File: src/rtl/seg_pkg.sv
// Shared definitions for the 7-segment scan driver and its downstream decoder.
package seg_pkg;

    localparam int NIBBLE_W = 4;

    typedef logic [NIBBLE_W-1:0] nibble_t;

    // One-hot vector with bit idx set, or all zero when idx is out of range.
    function automatic logic [7:0] onehot(input int unsigned idx, input int unsigned n);
        logic [7:0] r;
        r = '0;
        if (idx < n && idx < 8) r = 8'(1) << idx;
        return r;
    endfunction

endpackage

File: src/rtl/seg_scan_driver_if.sv
// Display bus between the frame source (master) and the scan driver (slave).
interface seg_scan_driver_if
    import seg_pkg::*;
#(
    parameter int DIGITS = 4
);

    logic [NIBBLE_W*DIGITS-1:0] data_in;
    logic                       load;
    logic                       blank_leading;
    nibble_t                    hex_out;
    logic [DIGITS-1:0]          digit_en;
    logic                       frame_done;

    modport master (
        output data_in, load, blank_leading,
        input  hex_out, digit_en, frame_done
    );

    modport slave (
        input  data_in, load, blank_leading,
        output hex_out, digit_en, frame_done
    );

endinterface

File: src/rtl/seg_scan_timer.sv
// Slot counter and digit index for the scanner; exposes next-state values so
// the output registers can update on the same edge as the counters.
module seg_scan_timer
    import seg_pkg::*;
#(
    parameter int SCAN_DIV = 50000,
    parameter int DIGITS   = 4,
    localparam int CNT_W   = $clog2(SCAN_DIV),
    localparam int IDX_W   = (DIGITS > 1) ? $clog2(DIGITS) : 1
) (
    input  logic             clk,
    input  logic             rst_n,
    output logic [CNT_W-1:0] cnt_n,
    output logic [IDX_W-1:0] idx_n,
    output logic             tick,
    output logic             bnd
);

    logic [CNT_W-1:0] cnt;
    logic [IDX_W-1:0] idx;

    // Next-state decode: wrap the slot counter on tick, advance the digit index.
    // NOTE: every output gets a default first so no path leaves it unassigned (no latch).
    always_comb begin
        tick  = (cnt == CNT_W'(SCAN_DIV - 1));
        bnd   = tick && (idx == IDX_W'(DIGITS - 1));
        cnt_n = cnt + CNT_W'(1);
        idx_n = idx;
        if (tick) begin
            cnt_n = '0;
            idx_n = (idx == IDX_W'(DIGITS - 1)) ? '0 : idx + IDX_W'(1);
        end
    end

    // Counter registers.
    // NOTE: state uses non-blocking assignment so all flops update together.
    always_ff @(posedge clk or negedge rst_n) begin
        if (!rst_n) begin
            cnt <= '0;
            idx <= '0;
        end else begin
            cnt <= cnt_n;
            idx <= idx_n;
        end
    end

endmodule

File: src/rtl/seg_scan_driver.sv
// Time-multiplexed N-digit hex scanner with tear-free frame updates, a dead band
// at the start of each slot and optional leading-zero blanking.
module seg_scan_driver
    import seg_pkg::*;
#(
    parameter int DIGITS      = 4,
    parameter int SCAN_DIV    = 50000,
    parameter int DEAD_CYCLES = 500
) (
    input  logic              clk,
    input  logic              rst_n,
    seg_scan_driver_if.slave  bus
);

    localparam int CNT_W  = $clog2(SCAN_DIV);
    localparam int IDX_W  = (DIGITS > 1) ? $clog2(DIGITS) : 1;
    localparam int WORD_W = NIBBLE_W * DIGITS;

    if (DIGITS < 1 || DIGITS > 8) begin : g_bad_digits
        $error("seg_scan_driver: DIGITS must be 1..8");
    end
    if (SCAN_DIV < 2 || SCAN_DIV <= DEAD_CYCLES) begin : g_bad_div
        $error("seg_scan_driver: SCAN_DIV must be >= 2 and > DEAD_CYCLES");
    end
    if (DEAD_CYCLES < 0) begin : g_bad_dead
        $error("seg_scan_driver: DEAD_CYCLES must be >= 0");
    end

    logic [CNT_W-1:0]  cnt_n;
    logic [IDX_W-1:0]  idx_n;
    logic              tick;
    logic              bnd;

    logic [WORD_W-1:0] pending;
    logic              pend_v;
    logic [WORD_W-1:0] shadow;
    logic [WORD_W-1:0] shadow_n;
    logic              blank_q;
    logic              blank_q_n;
    logic [DIGITS-1:0] blank;
    logic [DIGITS-1:0] en_n;
    nibble_t           hex_n;
    logic [7:0]        sel;
    logic              all_zero;

    seg_scan_timer #(
        .SCAN_DIV (SCAN_DIV),
        .DIGITS   (DIGITS)
    ) u_timer (
        .clk   (clk),
        .rst_n (rst_n),
        .cnt_n (cnt_n),
        .idx_n (idx_n),
        .tick  (tick),
        .bnd   (bnd)
    );

    // Frame-level next state: the displayed word and blanking mode only change at a boundary.
    always_comb begin
        shadow_n  = shadow;
        blank_q_n = blank_q;
        if (bnd) begin
            if (pend_v) shadow_n = pending;
            blank_q_n = bus.blank_leading;
        end
    end

    // Blank mask: digit i>0 is dark when it and every more significant nibble are zero.
    always_comb begin
        blank    = '0;
        all_zero = 1'b1;
        for (int i = DIGITS - 1; i >= 1; i--) begin
            all_zero = all_zero && (shadow_n[i*NIBBLE_W +: NIBBLE_W] == '0);
            blank[i] = blank_q_n && all_zero;
        end
    end

    // Next output values, taken from next-state counters so outputs align with cnt/idx.
    always_comb begin
        en_n  = '0;
        hex_n = '0;
        sel   = onehot(32'(idx_n), DIGITS);
        if (int'(cnt_n) >= DEAD_CYCLES && !blank[idx_n]) begin
            en_n  = sel[DIGITS-1:0];
            hex_n = shadow_n[idx_n*NIBBLE_W +: NIBBLE_W];
        end
    end

    // Pending word: a load written in the boundary cycle survives into the next frame.
    always_ff @(posedge clk or negedge rst_n) begin
        if (!rst_n) begin
            pending <= '0;
            pend_v  <= 1'b0;
        end else begin
            if (bnd) pend_v <= 1'b0;
            if (bus.load) begin
                pending <= bus.data_in;
                pend_v  <= 1'b1;
            end
        end
    end

    // Displayed word and blanking mode registers.
    always_ff @(posedge clk or negedge rst_n) begin
        if (!rst_n) begin
            shadow  <= '0;
            blank_q <= 1'b0;
        end else begin
            shadow  <= shadow_n;
            blank_q <= blank_q_n;
        end
    end

    // Registered outputs so no input reaches an output combinationally.
    always_ff @(posedge clk or negedge rst_n) begin
        if (!rst_n) begin
            bus.digit_en   <= '0;
            bus.hex_out    <= '0;
            bus.frame_done <= 1'b0;
        end else begin
            bus.digit_en   <= en_n;
            bus.hex_out    <= hex_n;
            bus.frame_done <= bnd;
        end
    end

endmodule

File: src/flat_wrapper.sv
// flat-port wrapper written by rule: the top's interface ports become plain ports
module seg_scan_driver_flat import seg_pkg::*;
#(
    parameter int DIGITS      = 4,
    parameter int SCAN_DIV    = 50000,
    parameter int DEAD_CYCLES = 500
)
  (clk, rst_n, bus_data_in, bus_load, bus_blank_leading, bus_hex_out, bus_digit_en, bus_frame_done);
  seg_scan_driver_if #(.DIGITS(DIGITS)) bus_i ();
  input  logic clk;
  input  logic rst_n;
  input wire logic [$bits(bus_i.data_in)-1:0] bus_data_in;
  input wire logic [$bits(bus_i.load)-1:0] bus_load;
  input wire logic [$bits(bus_i.blank_leading)-1:0] bus_blank_leading;
  output wire logic [$bits(bus_i.hex_out)-1:0] bus_hex_out;
  output wire logic [$bits(bus_i.digit_en)-1:0] bus_digit_en;
  output wire logic [$bits(bus_i.frame_done)-1:0] bus_frame_done;
  assign bus_i.data_in = bus_data_in;
  assign bus_i.load = bus_load;
  assign bus_i.blank_leading = bus_blank_leading;
  assign bus_hex_out = bus_i.hex_out;
  assign bus_digit_en = bus_i.digit_en;
  assign bus_frame_done = bus_i.frame_done;
  seg_scan_driver #(.DIGITS(DIGITS), .SCAN_DIV(SCAN_DIV), .DEAD_CYCLES(DEAD_CYCLES)) u_core (.clk(clk), .rst_n(rst_n), .bus(bus_i));
endmodule
File: config.mk
export PLATFORM = sky130hd
export DESIGN_NAME = seg_scan_driver_flat
export DESIGN_NICKNAME = d
export VERILOG_FILES = /design/src/rtl/seg_pkg.sv /design/src/rtl/seg_scan_driver_if.sv /design/src/rtl/seg_scan_timer.sv /design/src/rtl/seg_scan_driver.sv /design/src/flat_wrapper.sv
export SDC_FILE = /design/constraint.sdc
export NUM_CORES = 1
export LEC_CHECK = 0
export BUFFER_PORTS_ARGS = -buffer_cell sky130_fd_sc_hd__buf_2
export CORE_MARGIN = 2
export CORE_UTILIZATION = 58
export CTS_CLUSTER_SIZE = 24
export DETAILED_ROUTE_END_ITERATION = 12
export PLACE_DENSITY = 0.79
export SETUP_SLACK_MARGIN = 0.3
export SYNTH_ARGS = -nofsm -noshare
export SYNTH_HDL_FRONTEND = slang
export SYNTH_HIERARCHICAL = 1
export SYNTH_SLANG_ARGS = --single-unit
File: constraint.sdc
create_clock -name clk -period 4.4 [get_ports clk]
set_clock_uncertainty 0.2 [all_clocks]
set_input_delay 0.44 -clock clk [delete_from_list [all_inputs] [get_ports clk]]
set_output_delay 0.44 -clock clk [all_outputs]
set_load 0.05 [all_outputs]
# Word level (Yosys, flattened, before mapping)
# Index checks and enable logic that the tools add are counted.
[word_totals] reg_bits=61 wordCells=41 inputBits=20 out_inout_bits=9
[classes] n_lt_le_gt_ge=2 n_addsub=2 shifts=2 muxes=12 n_eq_ne=2 reduce_logical=12
[op_table] cell="16-bit 2-to-1 mux" n=3
[op_table] cell="16-bit by 1-bit adder with 16-bit output, second input constant" n=1
[op_table] cell="16-bit equality test, second input constant" n=1
[op_table] cell="16-bit by 9-bit greater-or-equal comparator with 1-bit output, second input constant" n=1
[op_table] cell="16-bit by 5-bit indexed part select with 4-bit output" n=1
[op_table] cell="4-bit logical NOT" n=3
[op_table] cell="4-bit 2-to-1 mux" n=2
[op_table] cell="1-bit logical AND" n=7
[op_table] cell="1-bit 2-to-1 mux" n=4
[op_table] cell="2-bit 2-to-1 mux" n=2
[op_table] cell="1-bit by 2-bit << shifter with 4-bit output, first input constant" n=1
[op_table] cell="2-bit by 3-bit less-than comparator with 1-bit output, second input constant" n=1
[op_table] cell="2-bit by 1-bit adder with 2-bit output, second input constant" n=1
[op_table] cell="1-bit binary-select mux with 2-bit select" n=1
[op_table] cell="2-bit equality test, second input constant" n=1
[op_table] cell="2-bit nonzero test" n=1
[op_table] cell="1-bit logical NOT" n=1

# Longest topological paths before layout
# Gate-level depths: netlist of the first run.
[depth] word_depth=12 mapped_depth=11 mapped_depth_nobuf=9

# Modules after synthesis
# Netlist of the first run, hierarchy kept.
[by_module_without_submodules] module="seg_scan_driver" cells_each=145 n_inst=1 seq_area_each_um2=1076.0 area_per_inst_um2=1858.0
[by_module_without_submodules] module="seg_scan_timer" cells_each=75 n_inst=1 seq_area_each_um2=450.4 area_per_inst_um2=848.3

# Least setup slack after synthesis of the first run
# No wires, ideal clock.
[synth_timing] kind="register to register" startpoint="register u_core.u_timer.cnt[4]" endpoint="register u_core.bus.hex_out[2]" arrival_ns=2.727 path_stages_with_launch=11 setup_time_ns=0.128 slack_ns=1.345 t_required_ns=4.072 path_cell_list="dfrtp_1 or4b_4 nor4_4 buf_6 and2_1 and2_1 buf_6 buf_8 mux2_4 a221oi_2 nor3_1"
[synth_between] elab_chain_len=12
[synth_rtl] item="start, declared" line_no="seg_scan_timer.sv:19" source="logic [CNT_W-1:0] cnt;"
[synth_rtl] item="start signal, assigned" line_no="seg_scan_timer.sv:42" source="cnt <= cnt_n;"
[synth_rtl] item="16-bit equality test (*)" line_no="seg_scan_timer.sv:25" source="tick = (cnt == CNT_W'(SCAN_DIV - 1));"
[synth_rtl] item="named net u_core.tick" line_no="seg_scan_driver.sv:31" source="logic tick;"
[synth_rtl] item="1-bit logical AND (*)" line_no="seg_scan_timer.sv:26" source="bnd = tick && (idx == IDX_W'(DIGITS - 1));"
[synth_rtl] item="named net u_core.bnd" line_no="seg_scan_driver.sv:32" source="logic bnd;"
[synth_rtl] item="16-bit 2-to-1 mux (*)" line_no="seg_scan_driver.sv:62" source="if (bnd) begin"
[synth_rtl] item="named net u_core.shadow_n[14]" line_no="seg_scan_driver.sv:37" source="logic [WORD_W-1:0] shadow_n;"
[synth_rtl] item="4-bit logical NOT" line_no="seg_scan_driver.sv:73" source="all_zero = all_zero && (shadow_n[i*NIBBLE_W +: NIBBLE_W] == '0);"
[synth_rtl] item="1-bit logical AND (2 in a row)" line_no="seg_scan_driver.sv:73"
[synth_rtl] item="1-bit logical AND" line_no="seg_scan_driver.sv:74" source="blank[i] = blank_q_n && all_zero;"
[synth_rtl] item="1-bit binary-select mux with 2-bit select" line_no="seg_scan_driver.sv:83" source="if (int'(cnt_n) >= DEAD_CYCLES && !blank[idx_n]) begin"
[synth_rtl] item="1-bit 2-to-1 mux (not written as such)" line_no="seg_scan_driver.sv:83"
[synth_rtl] item="1-bit logical NOT" line_no="seg_scan_driver.sv:83"
[synth_rtl] item="1-bit logical AND" line_no="seg_scan_driver.sv:83"
[synth_rtl] item="4-bit 2-to-1 mux (*)" line_no="seg_scan_driver.sv:83"
[synth_rtl] item="named net u_core.hex_n[2]" line_no="seg_scan_driver.sv:42" source="nibble_t hex_n;"
[synth_rtl] item="end signal, assigned" line_no="seg_scan_driver.sv:122" source="bus.hex_out <= hex_n;"
[synth_rtl] item="end, declared" line_no="seg_scan_driver_if.sv:22" source="output hex_out, digit_en, frame_done"
# Mark *: on every way through the listed nets, which the timed path passes. The rest lies on a longest branch. The select of a mux whose other input is x is not followed.
# A chain may end at the register's enable or synchronous reset.

# Worst setup path after layout of the first run
[layout_timing] startpoint="register u_core.u_timer.cnt[4]" endpoint="register u_core.bus.hex_out[1]"
# The elaborated chain is that of the path after synthesis.

==> results of run 1 <==
## path summary, 6_finish.rpt
check	startpoint	endpoint	slack [ns]	depth (start not counted)
max in group asynchronous	rst_n	u_core/shadow[12]$_DFF_PN0_	2.67	3
worst min-delay path	bus_data_in[14]	u_core/pending[14]$_DFFE_PN0P_	0.13	2
worst min register to register	u_core/shadow[8]$_DFF_PN0_	u_core/shadow[8]$_DFF_PN0_	0.30	2
worst max register to register	u_core/u_timer/cnt[4]$_DFF_PN0_	u_core/bus.hex_out[1]$_DFF_PN0_	0.78	9
min in group asynchronous	rst_n	u_core/u_timer/cnt[0]$_DFF_PN0_	0.46	2
worst max-delay path	u_core/u_timer/cnt[4]$_DFF_PN0_	u_core/bus.hex_out[1]$_DFF_PN0_	0.78	9
## timing repair
item | CTS | global route
hold buffers | 1 | 0
endpoints found under the hold margin | 28 | 0
resized for setup | 0 | 0
## cell usage after synthesis, types with 2 or more instances
cell        n  area share [%]
dfrtp_1    61              56
nand2_1    29             4.0
mux2_2     25              10
nor2_1     16             2.2
xnor2_1     8             2.6
nand4_1     6             1.4
nor4_1      6             1.4
nand3_1     5            0.92
nor3_1      5            0.92
inv_1       4            0.55
xor2_1      4             1.3
mux2i_1     3             1.1
mux4_2      3             2.5
o21ai_0     3            0.55
o22ai_1     3            0.69
or4_1       3            0.83
a2111oi_0   2            0.65
a211oi_1    2            0.55
and2_1      2            0.46
buf_6       2            0.83
clkbuf_1    2            0.28
ha_1        2            0.92
mux2_4      2             1.1
## flip-flops by register name, indices dropped and copies added (netlist names)
register and cells:
u_core/pending 16, u_core/shadow 16, u_core/u_timer/cnt 16, u_core/bus.digit_en 4, u_core/bus.hex_out 4, u_core/u_timer/idx 2, u_core/blank_q 1, u_core/bus.frame_done 1
u_core/pend_v 1
## final cells by class
type,instances,area (um2),share of cell area [%]
clock buffers,11,151.4,4.931
clock inverters,5,25.02,0.8150
inverters,5,18.77,0.6112
multi-input cells,147,1104,35.94
flip-flops and latches,61,1526,49.71
well taps,52,65.06,2.119
repair buffers,33,180.2,5.868
## where the power goes
group / switching (mW) / total (mW) / internal [mW]
Combinational: 0.0203 / 0.0415 / 0.0212
Clock: 0.203 / 0.432 / 0.230
Sequential: 0.0126 / 0.588 / 0.576
Total: 0.235 / 1.06 / 0.827
## stage by stage
stage | hold slack (ns) | std cells
after detailed placement | 0.2722 | 297
after global placement | 0.2529 | 297
after global routing | 0.1316 | 314
final | 0.1290 | 314
after floorplan | -0.05559 | 220
after CTS | 0.1204 | 314
## layer usage
layer	part of all wire (%)	global-route usage (%)	vias up
li1	-	-	862
met5	0	0	-
met2	51	37.21	39
met4	1.4	11.32	0
met1	45	29.55	883
met3	3.3	3.750	6
## cell families after synthesis
family,synth area share [%]
fa+ha+maj,0.9245
flops,56.40
simple gates,15.44
buf+inv,2.820
compound gates,4.993
mux,15.53
xor+xnor,3.883
==> reports/metrics.cfg, run 1 <==
[run_status]
status = completed

[floorplan]
die_h_um = 72.31
fp.coreArea_um2 = 4414
start_util_pct = 61.31
io_pins = 29
design.die.area_um2 = 5229
fp-row-count = 24
fp.dieW_um = 72.31

[placement]
place_area_um2 = 2884
port_buffers = 28
globalplace.congestion = 0.8662
pre_cts_ws_ns = 0.7740
hpwl_um = 3682

[synthesis]
syn_avg_cell_area_um2 = 12.30
synth_fp_nets = 242
syn_inst = 220
syn_area_um2 = 2706
ys_seq_area_share_pct = 56.40
synth_cell_types = 45
ys.flop_type = dfrtp_1
async_flop_share_pct = 100.0
yosysWarnings = 6
ys_ff_latch = 61
synth-edff-count = 0

[layout]
n_antenna_cell = 0
final_area_um2 = 3070
drive_above_1_share_pct = 32.06
final_common_cell = dfrtp_1
syn2layout_area_growth_pct = 13.45
final_cell_mix = dfrtp_1 (61), nand2_1 (29), buf_2 (28), mux2_2 (25), nor2_1 (16)
post-route-util_pct = 69.56
layout.nets = 279
fillers = 324

[detailed_routing]
antenna_left = 0
drt_iter0_markers = 113
wl_per_cell_um = 16.33
drc = 0
wirelength_um = 5127
via_count = 1790
drt_first_pass_iters = 4
vias_per_cell = 5.701

[sta]
slew_violations = 0
finalHoldViolations = 0
relSlewSlack_pct = 51.11
max_freq_mhz = 276.5
rsz0062_at_grt = no
tns_ns = 0
setup_ws_ns = 0.7828
tightest_slew_ns = 0.7333
post-route-period-util_pct = 82.21
setup_viol = 0
fin_crit_ns = 3.617

[global_routing]
grt_remaining_overflow = 0
grt_max_degree = 34
antenna_found_initial = 0
grt_pass1_vias = 1863
track_usage_pct = 22.73
grt_first_pass_wirelength_um = 8735

[critical_path]
start_kind = flip-flop
worstPathMaxFanout = 16
required_ns = 4.40
path_class = flip-flop to flip-flop
cp_slowest_stage_delay_ns = 0.66
worstPathCellList = or4b_4 > nor4_4 > buf_4 > and2_1 > and2_1 > buf_4 > mux2_2 > o22ai_1 > nor3_1
cp.arrival_ns = 3.62
cp-end-kind = flip-flop
path_delay_family = simple AND/OR/NAND/NOR gates
slowest_stage = and2_1
critPathBufInv = 2

[run]
drv_cap = 0

[clocking]
numCtsBuffers = 9
cts-root-buf = clkbuf_8
clock_latency_ns = 0.34
htree_levels = 3
clock_sinks = 61
cts_tree = yes
clk_pin_slew_ns = 0.07
cts_setup_buffers = 0
clock_path_buffers = 2

[power]
ir_drop_v = 0.0002870
power_density_nw_per_um2 = 345.9
p_leak_nw = 1.510
total_power_mw = 1.062

[worst_hold_path]
hold_class = primary input to flip-flop

(Power assumes the default switching activity.)
==> run 2, diff against run 1 <==
Settings changed: CORE_UTILIZATION 58 to 52, PLACE_DENSITY 0.79 to 0.75.
Clock period 4.4 ns to 3.16 ns, I/O delays scaled along.
==> reports/metrics.cfg, run 2 (synthesis gave the netlist of run 1 again) <==
[layout]
top_regs = u_core/pending (16), u_core/shadow (16), u_core/u_timer/cnt (16)
final_cell_mix = dfrtp_1 (60), buf_2 (28), nand2_1 (28), mux2_2 (25), buf_4 (17)
syn2layout_area_growth_pct = 23.81
fillers = 403  ; +24%
final_cells = 350  ; +11%
drive_above_1_share_pct = 41.07  ; +9.0 points
layout.nets = 298  ; +6.8%
final_common_cell = dfrtp_1
n_antenna_cell = 0  ; unchanged

[detailed_routing]
drc = 0  ; unchanged
wirelength_um = 5670  ; +11%
via_count = 1900  ; +6.1%
drt_first_pass_iters = 4  ; unchanged
drt_iter0_markers = 58  ; -49%
antenna_left = 0  ; unchanged
vias_per_cell = 5.429  ; -4.8%
wl_per_cell_um = 16.20  ; -0.78%

[clocking]
numCtsBuffers = 9  ; unchanged
htree_levels = 3  ; unchanged
cts-root-buf = clkbuf_8
clock_path_buffers = 2  ; unchanged
clk_pin_slew_ns = 0.06  ; about the same
clock_latency_ns = 0.32  ; -0.02 ns
cts_tree = yes
clock_sinks = 61  ; unchanged

[critical_path]
crit_path_start = u_core/u_timer/cnt[12]$_DFF_PN0_
cp_slowest_stage_delay_ns = 0.55  ; -0.11 ns
r2r_slack_ns = 0.25  ; -0.53 ns
worstPathMaxFanout = 8  ; -8
path_delay_family = simple AND/OR/NAND/NOR gates
slowest_stage = or4b_4
crit_cells = 9  ; unchanged
critPathBufInv = 3  ; +1
cp-end-kind = flip-flop
r2r_cells = 9  ; unchanged
reg2reg_from = u_core/u_timer/cnt[12]$_DFF_PN0_
r2r-end = u_core/bus.hex_out[3]$_DFF_PN0_
worstPathCellList = or4b_4 > nor4_4 > buf_4 > buf_6 > mux2_4 > inv_6 > mux4_2 > nor2_1 > nor3_1
path_class = flip-flop to flip-flop
required_ns = 3.17  ; -1.23 ns
start_kind = flip-flop
cp.arrival_ns = 2.92  ; -0.70 ns

[worst_hold_path]
min_path_cells = 2  ; unchanged
hold_class = primary input to flip-flop
min_from = bus_data_in[0]
hold_path_end = u_core/pending[0]$_DFFE_PN0P_

[global_routing]
use_met3_pct = 4.621  ; +0.87 points
grt_pass1_vias = 1928  ; +3.5%
antenna_found_initial = 0  ; unchanged
grt_first_pass_wirelength_um = 9266  ; +6.1%
track_usage_pct = 20.79  ; -1.9 points
grt_remaining_overflow = 0  ; unchanged
grt_max_degree = 48  ; +41%
met2_usage_pct = 34.91  ; -2.3 points
grt_use_met1_pct = 25.80  ; -3.8 points
top_usage_layer = met2

[sta]
post-route-period-util_pct = 92.08  ; +9.9 points
max_freq_mhz = 343.7  ; +24%
finalHoldViolations = 0  ; unchanged
holdWs_ns = 0.02010  ; -0.1089 ns
rsz0062_at_grt = yes
slew_violations = 0  ; unchanged
setup_viol = 0  ; unchanged
tns_ns = 0  ; unchanged
tightest_slew_ns = 1.027  ; +0.2933 ns
fin_crit_ns = 2.910  ; -0.7075 ns
relSlewSlack_pct = 31.56  ; -20 points

[placement]
port_buffers = 28  ; unchanged
hpwl_um = 3759  ; +2.1%
globalplace.congestion = 0.8875  ; +2.5%
dp.cells = 316  ; +6.4%

[run]
drv_cap = 0  ; unchanged

[floorplan]
fp.dieW_um = 76.14  ; +5.3%
fp.coreArea_um2 = 5075  ; +15%
die_h_um = 76.14  ; +5.3%
io_pins = 29  ; unchanged
fp-row-count = 26  ; +8.3%
start_util_pct = 53.33  ; -8.0 points
design.die.area_um2 = 5797  ; +11%

[power]
power_density_nw_per_um2 = 432.6  ; +25%
total_power_mw = 1.450  ; +36%
ir_drop_v = 0.0003063  ; +6.7%
p_leak_nw = 1.614  ; +6.9%

[run_status]
status = completed

run 2: layout make-up:
| class | count | area [um2] | area share (%) |
|---|---|---|---|
| multi-input cells | 147 | 1190 | 35.51 |
| repair buffers | 52 | 360.3 | 10.75 |
| clock buffers | 13 | 148.9 | 4.444 |
| well taps | 70 | 87.58 | 2.614 |
| inverters | 5 | 26.28 | 0.7842 |
| flip-flops and latches | 61 | 1528 | 45.59 |
| clock inverters | 2 | 10.01 | 0.2987 |
run 2: repair_timing:
item	in CTS	in global routing
hold endpoints to repair	42	0
setup buffers	7	9
endpoints found under the setup margin	8	8
pin swaps	1	3
hold buffers	3	0
gates resized for setup	10	18
run 2: worst max-delay path by stage:
stage / to / slack [ns]
global placement: u_core/bus.hex_out[3]$_DFF_PN0_ / 0.26
CTS: u_core/bus.hex_out[1]$_DFF_PN0_ / 0.29
floorplan: u_core/bus.hex_out[1]$_DFF_PN0_ / 0.27
finish: u_core/bus.hex_out[3]$_DFF_PN0_ / 0.25
global route: u_core/bus.digit_en[1]$_DFF_PN0_ / 0.20
detailed placement: u_core/bus.digit_en[1]$_DFF_PN0_ / 0.18
run 2: layer usage:
| metal | up-vias | part of all wire [%] | wire length [um] |
|---|---|---|---|
| li1 | 904 | - | - |
| met1 | 954 | 42 | 2404 |
| met2 | 34 | 53 | 3021 |
| met3 | 8 | 2.9 | 165 |
| met4 | 0 | 1.4 | 79 |
| met5 | - | 0 | 0 |
run 2: per-stage QoR:
stage	util, %	setup slack, ns	cell area (um2)
CTS	63.21	0.2893	3208
finish	66.03	0.2503	3351
floorplan	-	0.2746	2715
global placement	57.59	0.2585	2923
detailed placement	57.59	0.1812	2923
global route	66.03	0.2012	3351
run 2: power by group:
part           internal, mW  total, mW  switching [mW]
registers             0.802      0.820          0.0181
logic                0.0318     0.0599          0.0281
clock network         0.300      0.570           0.270
total                  1.13       1.45           0.316
==> run 3, diff against run 2 <==
Settings changed: CORE_ASPECT_RATIO set to 1.2.
==> reports/metrics.cfg, run 3 (synthesis gave the netlist of run 1 again) <==
[run_status]
status = completed

[sta]
tightest_slew_ns = 0.9896  ; -0.03704 ns
setup_viol = 0  ; unchanged
tns_ns = 0  ; unchanged
slew_violations = 0  ; unchanged
setup_ws_ns = 0.3364  ; +0.08604 ns
fin_crit_ns = 2.824  ; -0.08604 ns
rsz0062_at_grt = yes
max_freq_mhz = 354.2  ; +3.0%
relSlewSlack_pct = 34.03  ; +2.5 points
finalHoldViolations = 0  ; unchanged
post-route-period-util_pct = 89.35  ; -2.7 points

[run]
drv_cap = 0  ; unchanged

[placement]
pre_cts_ws_ns = 0.1734  ; -0.007837 ns
globalplace.congestion = 0.8598  ; -3.1%
hpwl_um = 3562  ; -5.2%
place_area_um2 = 2910  ; -0.43%
port_buffers = 28  ; unchanged
dp.cells = 306  ; -3.2%

[layout]
layout.nets = 298  ; unchanged
syn2layout_area_growth_pct = 23.25
top_regs = u_core/pending (16), u_core/shadow (16), u_core/u_timer/cnt (16)
final_cells = 341  ; -2.6%
final_area_um2 = 3336  ; -0.45%
final_common_cell = dfrtp_1
final_cell_mix = dfrtp_1 (61), nand2_1 (29), buf_2 (28), mux2_2 (24), nor2_1 (15)
drive_above_1_share_pct = 38.08  ; -3.0 points
n_antenna_cell = 0  ; unchanged

[critical_path]
start_kind = flip-flop
path_class = flip-flop to flip-flop
cp-end-kind = flip-flop
cp.arrival_ns = 2.83  ; -0.09 ns
required_ns = 3.16  ; about the same
worstPathMaxFanout = 8  ; unchanged
r2r_cells = 9  ; unchanged

[floorplan]
fp.dieW_um = 69.86  ; -8.3%
fp.coreArea_um2 = 4975  ; -2.0%
io_pins = 29  ; unchanged
fp-row-count = 28  ; +7.7%
die_h_um = 83.03  ; +9.0%
design.die.area_um2 = 5800  ; about the same
start_util_pct = 54.40  ; +1.1 points

[power]
power_density_nw_per_um2 = 478.0  ; +10%
ir_drop_v = 0.0003599  ; +17%
total_power_mw = 1.594  ; +10%
p_leak_nw = 1.620  ; +0.39%

[clocking]
numCtsBuffers = 9  ; unchanged
clk_pin_slew_ns = 0.07  ; about the same
cts_tree = yes
htree_levels = 3  ; unchanged
clock_path_buffers = 2  ; unchanged
clock_latency_ns = 0.34  ; +0.02 ns
clock_sinks = 61  ; unchanged
cts-root-buf = clkbuf_8

[global_routing]
use_met3_pct = 3.883  ; -0.74 points
track_usage_pct = 20.64  ; -0.15 points
met2_usage_pct = 34.03  ; -0.88 points
grt_use_met1_pct = 25.31  ; -0.49 points
grt_first_pass_wirelength_um = 9232  ; -0.37%
grt_max_degree = 47  ; -2.1%
grt_remaining_overflow = 0  ; unchanged
antenna_found_initial = 0  ; unchanged
top_usage_layer = met2
grt_pass1_vias = 1955  ; +1.4%

[detailed_routing]
via_count = 1963  ; +3.3%
drc = 0  ; unchanged
vias_per_cell = 5.757  ; +6.0%
drt_first_pass_iters = 4  ; unchanged
antenna_left = 0  ; unchanged
drt_iter0_markers = 112  ; +93%
wirelength_um = 5590  ; -1.4%
wl_per_cell_um = 16.39  ; +1.2%

[worst_hold_path]
min_path_cells = 2  ; unchanged
hold_class = primary input to flip-flop

## run 3: what timing repair did
| action | 4_1_cts | 5_1_grt |
|---|---|---|
| pin swaps | 2 | 1 |
| endpoints found under the setup margin | 8 | 8 |
| hold endpoints to repair | 52 | 0 |
| gates resized for setup | 6 | 7 |
| gates cloned | 1 | 0 |
| hold buffers | 8 | 0 |
| buffers inserted | 7 | 3 |
## run 3: report_power, final
group	switching [mW]	total [mW]	internal [mW]
sequential	0.0173	0.819	0.802
combinational	0.0288	0.0639	0.0351
clock	0.287	0.711	0.424
## run 3: routing by layer
layer / share of wire, % / vias up / routed length (um)
met5: 0 / - / 0
met2: 52 / 61 / 2887
met1: 41 / 978 / 2296
met3: 4.2 / 18 / 237
met4: 3.0 / 0 / 168
li1: - / 906 / -
## run 3: layout make-up
class                           count  area, um2
Clock buffer                       12      165.2
Inverter                            5      21.27
Tap cell                           60      75.07
Sequential cell                    61       1526
Multi-Input combinational cell    148       1150
Timing Repair Buffer               51      352.8
Clock inverter                      4      45.04
Fill cell                         380       1639
## run 3: worst paths after layout
path / start / to / slack, ns
max: u_core/u_timer/cnt[5]$_DFF_PN0_ / u_core/bus.digit_en[1]$_DFF_PN0_ / 0.34
min: bus_data_in[14] / u_core/pending[14]$_DFFE_PN0P_ / 0.02
max reg2reg: u_core/u_timer/cnt[5]$_DFF_PN0_ / u_core/bus.digit_en[1]$_DFF_PN0_ / 0.34
min reg2reg: u_core/shadow[0]$_DFF_PN0_ / u_core/shadow[0]$_DFF_PN0_ / 0.28
max in group asynchronous: rst_n / u_core/shadow[2]$_DFF_PN0_ / 1.49
min in group asynchronous: rst_n / u_core/u_timer/cnt[3]$_DFF_PN0_ / 0.48
## run 3: metrics by stage
stage,util (%),hold slack [ns]
floorplan,-,-0.1796
global placement,58.50,0.2565
detailed placement,58.50,0.2619
CTS,66.10,0.001877
global route,67.05,0.01573
finish,67.05,0.01794
## run 3: worst max-delay path, cell delays in order (launching register included)
cell	delay, ns
dfrtp_1	0.43
or4b_4	0.54
nor4_4	0.21
buf_4	0.18
nand2b_1	0.11
mux2i_1	0.10
or4_4	0.44
nor4_2	0.14
o21a_2	0.26
a2111oi_1	0.09
